**config.mk**
```make
export PLATFORM = sky130hd
export DESIGN_NAME = cpld_adr_tracker
export DESIGN_NICKNAME = d
export VERILOG_FILES = /design/src/rtl/cpld_pkg.sv /design/src/rtl/cpld_adr_match.sv /design/src/rtl/cpld_adr_tracker.sv
export SDC_FILE = /design/constraint.sdc
export NUM_CORES = 1
export LEC_CHECK = 0
export ABC_AREA = 1
export BUFFER_PORTS_ARGS = -buffer_cell sky130_fd_sc_hd__buf_4
export CAP_MARGIN = 20
export CORE_ASPECT_RATIO = 0.7
export CORE_MARGIN = 8
export CORE_UTILIZATION = 42
export DETAILED_ROUTE_END_ITERATION = 12
export PLACE_DENSITY = 0.85
export SYNTH_ARGS = -nofsm -noshare
export SYNTH_HDL_FRONTEND = slang
export SYNTH_SLANG_ARGS = --single-unit
```
**constraint.sdc**
```tcl
create_clock -name clk -period 1.19 [get_ports clk]
set_clock_uncertainty 0.15 [all_clocks]
set_input_delay 0.119 -clock clk [delete_from_list [all_inputs] [get_ports clk]]
set_output_delay 0.119 -clock clk [all_outputs]
set_load 0.01 [all_outputs]
```
**src/rtl/cpld_pkg.sv**
```systemverilog
// Shared types and default decode addresses for the CPLD address tracker.
// Optional feature macro: SHADOW_REG_EN (enables shadow RAM select register).
package cpld_pkg;

  typedef enum logic [1:0] {
    IDLE = 2'd0,
    ADDR = 2'd1,
    DATA = 2'd2
  } state_t;

  localparam logic [15:0] ROM_SEL_ADR_DEF    = 16'hFE30;
  localparam logic [15:0] SHADOW_SEL_ADR_DEF = 16'hFE34;
  localparam logic [11:0] WIN_BASE_DEF       = 12'hFE4;

  // Without the shadow register, its decode and state are tied off to zero.
`ifdef SHADOW_REG_EN
  localparam bit SHADOW_ON = 1'b1;
`else
  localparam bit SHADOW_ON = 1'b0;
`endif

endpackage

```
**src/rtl/cpld_adr_match.sv**
```systemverilog
// Registered address comparator producing the ROM, shadow and I/O window decode flags.
// Shadow flag is held at zero unless SHADOW_REG_EN is defined.
module cpld_adr_match
  import cpld_pkg::*;
#(
  parameter int unsigned           ADR_W          = 16,
  parameter logic [ADR_W-1:0]      ROM_SEL_ADR    = ADR_W'(ROM_SEL_ADR_DEF),
  parameter logic [ADR_W-1:0]      SHADOW_SEL_ADR = ADR_W'(SHADOW_SEL_ADR_DEF),
  parameter logic [ADR_W-5:0]      WIN_BASE       = (ADR_W-4)'(WIN_BASE_DEF)
) (
  input  logic             clk,
  input  logic             rst,
  input  logic             load,
  input  logic [ADR_W-1:0] adr,
  output logic             dec_rom_reg,
  output logic             dec_shadow_reg,
  output logic             dec_win
);

  // Flags only change when a new bus cycle latches its address.
  always_ff @(posedge clk) begin
    if (rst) begin
      dec_rom_reg    <= 1'b0;
      dec_shadow_reg <= 1'b0;
      dec_win        <= 1'b0;
    end else if (load) begin
      dec_rom_reg    <= (adr == ROM_SEL_ADR);
      dec_shadow_reg <= SHADOW_ON && (adr == SHADOW_SEL_ADR);
      dec_win        <= (adr[ADR_W-1:4] == WIN_BASE);
    end
  end

endmodule

```
**src/rtl/cpld_adr_tracker.sv**
```systemverilog
// Tracks CPU bus cycles, latches the BBC address and shadows the paged ROM / shadow RAM registers.
// Optional feature macro: SHADOW_REG_EN (shadow RAM select register).
module cpld_adr_tracker
  import cpld_pkg::*;
#(
  parameter int unsigned      ADR_W          = 16,
  parameter int unsigned      LAT_W          = 12,
  parameter logic [ADR_W-1:0] ROM_SEL_ADR    = ADR_W'(ROM_SEL_ADR_DEF),
  parameter logic [ADR_W-1:0] SHADOW_SEL_ADR = ADR_W'(SHADOW_SEL_ADR_DEF),
  parameter logic [ADR_W-5:0] WIN_BASE       = (ADR_W-4)'(WIN_BASE_DEF)
) (
  input  logic             clk,
  input  logic             rst,
  input  logic [ADR_W-1:0] cpu_adr,
  input  logic [7:0]       cpu_data,
  input  logic             cpu_vda,
  input  logic             cpu_rnw,
  input  logic             cpu_dv,
  output logic [LAT_W-1:0] bbc_adr,
  output logic             dec_rom_reg,
  output logic             dec_shadow_reg,
  output logic             dec_win,
  output logic [3:0]       rom_bank,
  output logic             shadow_en,
  output logic             wr_strobe,
  output logic             busy
);

  state_t state;
  logic   rnw_q;
  logic   load_c;
  logic   unused_data_c;

  assign load_c        = (state == IDLE) && cpu_vda;
  assign unused_data_c = ^cpu_data[6:4];

  cpld_adr_match #(
    .ADR_W         (ADR_W),
    .ROM_SEL_ADR   (ROM_SEL_ADR),
    .SHADOW_SEL_ADR(SHADOW_SEL_ADR),
    .WIN_BASE      (WIN_BASE)
  ) u_match (
    .clk           (clk),
    .rst           (rst),
    .load          (load_c),
    .adr           (cpu_adr),
    .dec_rom_reg   (dec_rom_reg),
    .dec_shadow_reg(dec_shadow_reg),
    .dec_win       (dec_win)
  );

  // Register writes commit on the ADDR->DATA edge so wr_strobe covers the DATA cycle.
  always_ff @(posedge clk) begin
    if (rst) begin
      state     <= IDLE;
      bbc_adr   <= '0;
      rnw_q     <= 1'b1;
      rom_bank  <= 4'h0;
      shadow_en <= 1'b0;
      wr_strobe <= 1'b0;
      busy      <= 1'b0;
    end else begin
      wr_strobe <= 1'b0;
      case (state)
        IDLE: begin
          if (cpu_vda) begin
            state   <= ADDR;
            bbc_adr <= cpu_adr[LAT_W-1:0];
            rnw_q   <= cpu_rnw;
            busy    <= 1'b1;
          end
        end
        ADDR: begin
          if (cpu_dv) begin
            state <= DATA;
            if (!rnw_q && dec_rom_reg) begin
              rom_bank <= cpu_data[3:0];
            end
            if (!rnw_q && SHADOW_ON && dec_shadow_reg) begin
              shadow_en <= cpu_data[7];
            end
            wr_strobe <= !rnw_q && (dec_rom_reg || dec_shadow_reg);
          end
        end
        DATA: begin
          state <= IDLE;
          busy  <= 1'b0;
        end
        default: begin
          state <= IDLE;
          busy  <= 1'b0;
        end
      endcase
    end
  end

endmodule

```
* Yosys cells after proc, flatten, opt, wreduce, memory -nomap -nowiden
Cells that the tools add are included.
Storage, ports and cells: register bits after elaboration 23, input bits 29, output and inout bits 22, logic and storage cells 29
Operators by class: equal/unequal tests 5, multiplexer cells 5, bitwise gates (word level) 2, reductions and logical operators 9
Operators by type and width (number):
- $eq A16 B16 Y1 const B | 1
- $eq A12 B12 Y1 const B | 1
- $reduce_and A2 Y1 | 3
- $mux W2 | 2
- $ne A2 B2 Y1 const B | 2
- $pmux W2 S2 | 1
- $reduce_and A3 Y1 | 1
- $reduce_or A3 Y1 | 1
- $eq A2 B1 Y1 const B | 1
- $logic_and A1 B1 Y1 | 2
- $logic_not A2 Y1 | 1
- $not A1 Y1 | 2
- $pmux W1 S2 | 1
- $logic_not A1 Y1 | 1
- $mux W1 | 1

* Depth between registers and ports, before layout
word-level depth 3, mapped depth 6

* Hierarchy
A second synthesis with hierarchy kept.
Unflattened totals: cell total of the unflattened synthesis 141, area total of the unflattened synthesis 997.2 um2
By module, submodules not included:
- cpld_adr_tracker | times used 1, cells each 102, area an instance 795.8 um2, seq. area each 420.4 um2
- cpld_adr_match | times used 1, cells each 39, area an instance 201.4 um2, seq. area each 40.0 um2

* Worst setup path after synthesis
Ideal clock, no wire load.
path type register -> register, start point reg u_match.dec_rom_reg, end point reg rom_bank[0], arrival time 0.878 ns, setup slack 0.092 ns, cell stages (with the launch flop) 7, period minus slack after synthesis 1.098 ns, cell sequence dfxtp_1 inv_1 nor2_1 nand3_2 clkinv_1 nand2_1 a21oi_1
On the way: word-level cells in the longest chain between the ends 2
Ends and longest elaborated chain:
- start, declared | RTL line cpld_adr_match.sv:15 | output logic dec_rom_reg,
- start signal, assigned | RTL line cpld_adr_match.sv:27 | dec_rom_reg <= (adr == ROM_SEL_ADR);
- $logic_and A1 B1 Y1 | RTL line cpld_adr_tracker.sv:76 | if (!rnw_q && dec_rom_reg) begin
- $reduce_and A3 Y1 (no line)
- end signal, assigned | RTL line cpld_adr_tracker.sv:77 | rom_bank <= cpu_data[3:0];
- end, declared | RTL line cpld_adr_tracker.sv:23 | output logic [3:0] rom_bank,
Every way passes these cells. A chain may end at the register's enable or synchronous reset.

* Worst setup path in the final report
start point reg state[1], end point reg rnw_q
On the way: word-level cells in the longest chain between the ends 2
Ends and longest elaborated chain:
- start, declared | RTL line cpld_adr_tracker.sv:29 | state_t state;
- start signal, assigned | RTL line cpld_adr_tracker.sv:55 | state <= IDLE;
- start signal, assigned | RTL line cpld_adr_tracker.sv:67 | state <= ADDR;
- start signal, assigned | RTL line cpld_adr_tracker.sv:75 | state <= DATA;
- $logic_not A2 Y1 | RTL line cpld_adr_tracker.sv:64 | case (state)
- $reduce_and A2 Y1 (no line)
- end signal, assigned | RTL line cpld_adr_tracker.sv:69 | rnw_q <= cpu_rnw;
- end, declared | RTL line cpld_adr_tracker.sv:30 | logic rnw_q;
Every way passes these cells.

==> flow_results.xml <==
<?xml version="1.0" encoding="UTF-8"?>
<metrics>
  <group name="status">
    <metric name="run_status" unit="">complete, no violations</metric>
  </group>
  <group name="clocking">
    <metric name="cts.sink_count" unit="">23</metric>
    <metric name="max-clock-path-buffers" unit="">2</metric>
    <metric name="cts_made_buffers" unit="">3</metric>
    <metric name="clk-insertion-delay-late" unit="ns">0.32</metric>
    <metric name="clock_tree_from_tritoncts" unit="">yes</metric>
    <metric name="cts_root_buffer" unit="">sky130_fd_sc_hd__clkbuf_4</metric>
    <metric name="worst_setup_hold_path_clk_slew" unit="ns">0.13</metric>
    <metric name="ctsHtreeMaxLevel" unit="">1</metric>
  </group>
  <group name="logic_synthesis">
    <metric name="synth_sequential_area_ratio" unit="%">49.7</metric>
    <metric name="yosysWarnings" unit="">0</metric>
    <metric name="ys_types" unit="">19</metric>
    <metric name="syn_avg_cell_area" unit="µm²">7.42</metric>
    <metric name="ys_ff_latch" unit="">23</metric>
    <metric name="yosysTopAreaCell" unit="">sky130_fd_sc_hd__dfxtp_1</metric>
    <metric name="mappedNetlistArea" unit="µm²">927</metric>
    <metric name="ys_top_cells_by_area" unit="">sky130_fd_sc_hd__dfxtp_1 (50%), sky130_fd_sc_hd__nand2_1 (18%), sky130_fd_sc_hd__a21oi_1 (10%), sky130_fd_sc_hd__nor2_1 (4.5%), sky130_fd_sc_hd__inv_1 (3.2%)</metric>
    <metric name="synth_top_area_share" unit="%">49.7</metric>
    <metric name="postSynthCellCount" unit="">125</metric>
  </group>
  <group name="drt">
    <metric name="detail_route.first_pass.iterations" unit="">4</metric>
    <metric name="drt-initial-drc-count" unit="">28</metric>
    <metric name="remaining_drc_errors" unit="">0</metric>
    <metric name="wl_per_cell" unit="µm">13.5</metric>
    <metric name="routed_via_density" unit="">4.50</metric>
    <metric name="detail_route.wirelength" unit="mm">2.99</metric>
    <metric name="detailroute.via_count" unit="">1000</metric>
    <metric name="drt.antenna.violating_nets" unit="">0</metric>
  </group>
  <group name="place">
    <metric name="placedInstanceArea" unit="µm²">1270</metric>
    <metric name="globalplace.congestion" unit="">0.775</metric>
    <metric name="post-place-cells" unit="">198</metric>
    <metric name="io_buffer_count" unit="">44</metric>
    <metric name="post-place-ws" unit="ns">0.0336</metric>
    <metric name="detailedPlacementHpwl" unit="mm">1.92</metric>
  </group>
  <group name="cells_and_area">
    <metric name="max_flop_register" unit="">bbc_adr</metric>
    <metric name="layout-drive-gt1-share" unit="%">38.4</metric>
    <metric name="finish.cell_count_without_fillers" unit="">222</metric>
    <metric name="layout_commonest_cell" unit="">sky130_fd_sc_hd__buf_4</metric>
    <metric name="post-route-cell-area" unit="µm²">1570</metric>
    <metric name="fill_cells" unit="">143</metric>
    <metric name="n_antenna_cell" unit="">0</metric>
    <metric name="largest_registers" unit="">bbc_adr x12, rom_bank x4, state x2</metric>
    <metric name="syn_to_final_growth" unit="%">69.6</metric>
    <metric name="mostFrequentLayoutCells" unit="">sky130_fd_sc_hd__buf_4 (46), sky130_fd_sc_hd__nand2_1 (43), sky130_fd_sc_hd__dfxtp_1 (21)</metric>
    <metric name="largest_register_ff_count" unit="">12</metric>
    <metric name="final_net_count" unit="">220</metric>
  </group>
  <group name="sta">
    <metric name="fmax" unit="MHz">842</metric>
    <metric name="post-route-min-period" unit="ns">1.19</metric>
    <metric name="post-route-worst-setup-slack" unit="ns">0.00272</metric>
    <metric name="timing.setup.tns" unit="ns">0</metric>
    <metric name="timing.final.setup_violations" unit="">0</metric>
    <metric name="layout_worst_path_cycle_share" unit="%">99.8</metric>
    <metric name="rsz0062_at_grt" unit="">yes</metric>
    <metric name="fin_hold_ws" unit="ns">0.0784</metric>
    <metric name="timing.final.max_slew_violations" unit="">0</metric>
    <metric name="hold_viol" unit="">0</metric>
  </group>
  <group name="setup_path">
    <metric name="reg2regPathDepth" unit="">5</metric>
    <metric name="cp_max_fo" unit="">7</metric>
    <metric name="setup.worst_path.start_class" unit="">flip-flop</metric>
    <metric name="critPathKind" unit="">flip-flop to flip-flop</metric>
    <metric name="critPathArrivalTime" unit="ns">1.25</metric>
    <metric name="worst_setup_path_startpoint" unit="">state[1]$_SDFFE_PP0P_</metric>
    <metric name="reg2reg_from" unit="">state[1]$_SDFFE_PP0P_</metric>
    <metric name="sort_of_element_at_the_end_of_the_critical_path" unit="">flip-flop</metric>
    <metric name="required" unit="ns">1.25</metric>
  </group>
  <group name="grt">
    <metric name="gr-usage-all-layers" unit="%">14.4</metric>
    <metric name="grt_first_pass_wirelength" unit="mm">4.68</metric>
    <metric name="antenna_found_initial" unit="">0</metric>
    <metric name="grt_max_degree" unit="">24</metric>
    <metric name="overflow" unit="">0</metric>
    <metric name="first_global_vias" unit="">991</metric>
  </group>
  <group name="die">
    <metric name="top_level_pins" unit="">51</metric>
    <metric name="floorplan.core_area" unit="µm²">2120</metric>
    <metric name="chipHeight" unit="µm">55.3</metric>
    <metric name="design.die.area" unit="µm²">3990</metric>
    <metric name="fp-row-count" unit="">14</metric>
    <metric name="die_width" unit="µm">72.2</metric>
    <metric name="initial_core_util" unit="%">43.7</metric>
  </group>
  <group name="hold_path">
    <metric name="timing.hold.worst_path_depth" unit="">7</metric>
    <metric name="worstHoldStart" unit="">cpu_adr[12]</metric>
    <metric name="hold_path.class" unit="">input pin to flip-flop</metric>
  </group>
  <group name="power_and_ir_drop">
    <metric name="power_per_cell_area" unit="nW/µm²">975</metric>
    <metric name="static-leakage-power" unit="nW">0.719</metric>
    <metric name="peak_supply_drop" unit="V">0.000873</metric>
  </group>
  <group name="run">
    <metric name="maxCapViolCount" unit="">0</metric>
  </group>
</metrics>
path summary, 6_finish.rpt:
path | slack [ns] | endpoint
worst max-delay path | 0.003 | rnw_q$_SDFFE_PP1P_
worst min-delay path | 0.08 | u_match.dec_rom_reg$_SDFFE_PP0P_
worst max register to register | 0.003 | rnw_q$_SDFFE_PP1P_
worst min register to register | 0.32 | bbc_adr[4]$_SDFFE_PP0P_
worst max-delay path, stage by stage, from the launching register on:
cell and delay (ns):
sky130_fd_sc_hd__dfxtp_4 0.39, sky130_fd_sc_hd__inv_4 0.06, sky130_fd_sc_hd__nand3_4 0.15, sky130_fd_sc_hd__buf_6 0.18, sky130_fd_sc_hd__nand2_2 0.05, sky130_fd_sc_hd__nand3b_1 0.10
synth_stat cells (all sizes together):
library cell,number
nor3,1
conb,1
clkbuf,2
a21oi,19
buf,4
clkinv,2
inv,11
nor2,12
nand3b,1
nand2,44
nand3,4
a211oi,1
dfxtp,23
metal layers:
metal  GRT usage [%]  vias to the layer above  wire (µm)
met5               0                        -          0
met2            23.9                       36       1470
li1                -                      515          -
met1            15.7                      445       1210
met4            3.48                        0         45
met3            7.37                        4        262
final cells by class:
cell class                      instances  area, µm²  area share [%]
Sequential cell                        23        465            29.6
Timing Repair Buffer                   66        552            35.1
Tap cell                               32       40.0            2.55
Clock buffer                            3       22.5            1.43
Multi-Input combinational cell         84        427            27.1
Clock inverter                          1       5.00           0.318
Inverter                               13       61.3            3.90
cell families after synthesis:
group / count (synthesis) / share of synthesized area (%)
and+or+nand+nor: 62 / 28.3
DFF: 23 / 49.7
other: 1 / 0.404
buffers and inverters: 19 / 9.99
AOI/OAI and AO/OA: 20 / 11.6
power by group:
part / switching, mW / internal (mW)
clock network: 0.242 / 0.126
registers: 0.0226 / 0.805
logic: 0.159 / 0.180
metrics by stage:
stage | utilization (%) | total power [mW]
after floorplan | - | 0.968
after global placement | 60.2 | 1.09
after detailed placement | 60.2 | 1.10
after CTS | 70.4 | 1.51
after global routing | 74.2 | 1.60
final | 74.2 | 1.53
timing repair:
| action | 4_1_cts | 5_1_grt |
|---|---|---|
| gates resized for setup | 0 | 26 |
| hold buffers | 19 | 0 |
| setup buffers | 0 | 3 |
| endpoints found under the hold margin | 23 | 0 |
| endpoints found under the setup margin | 0 | 20 |
Note: power is estimated with default switching activity, not from simulation.
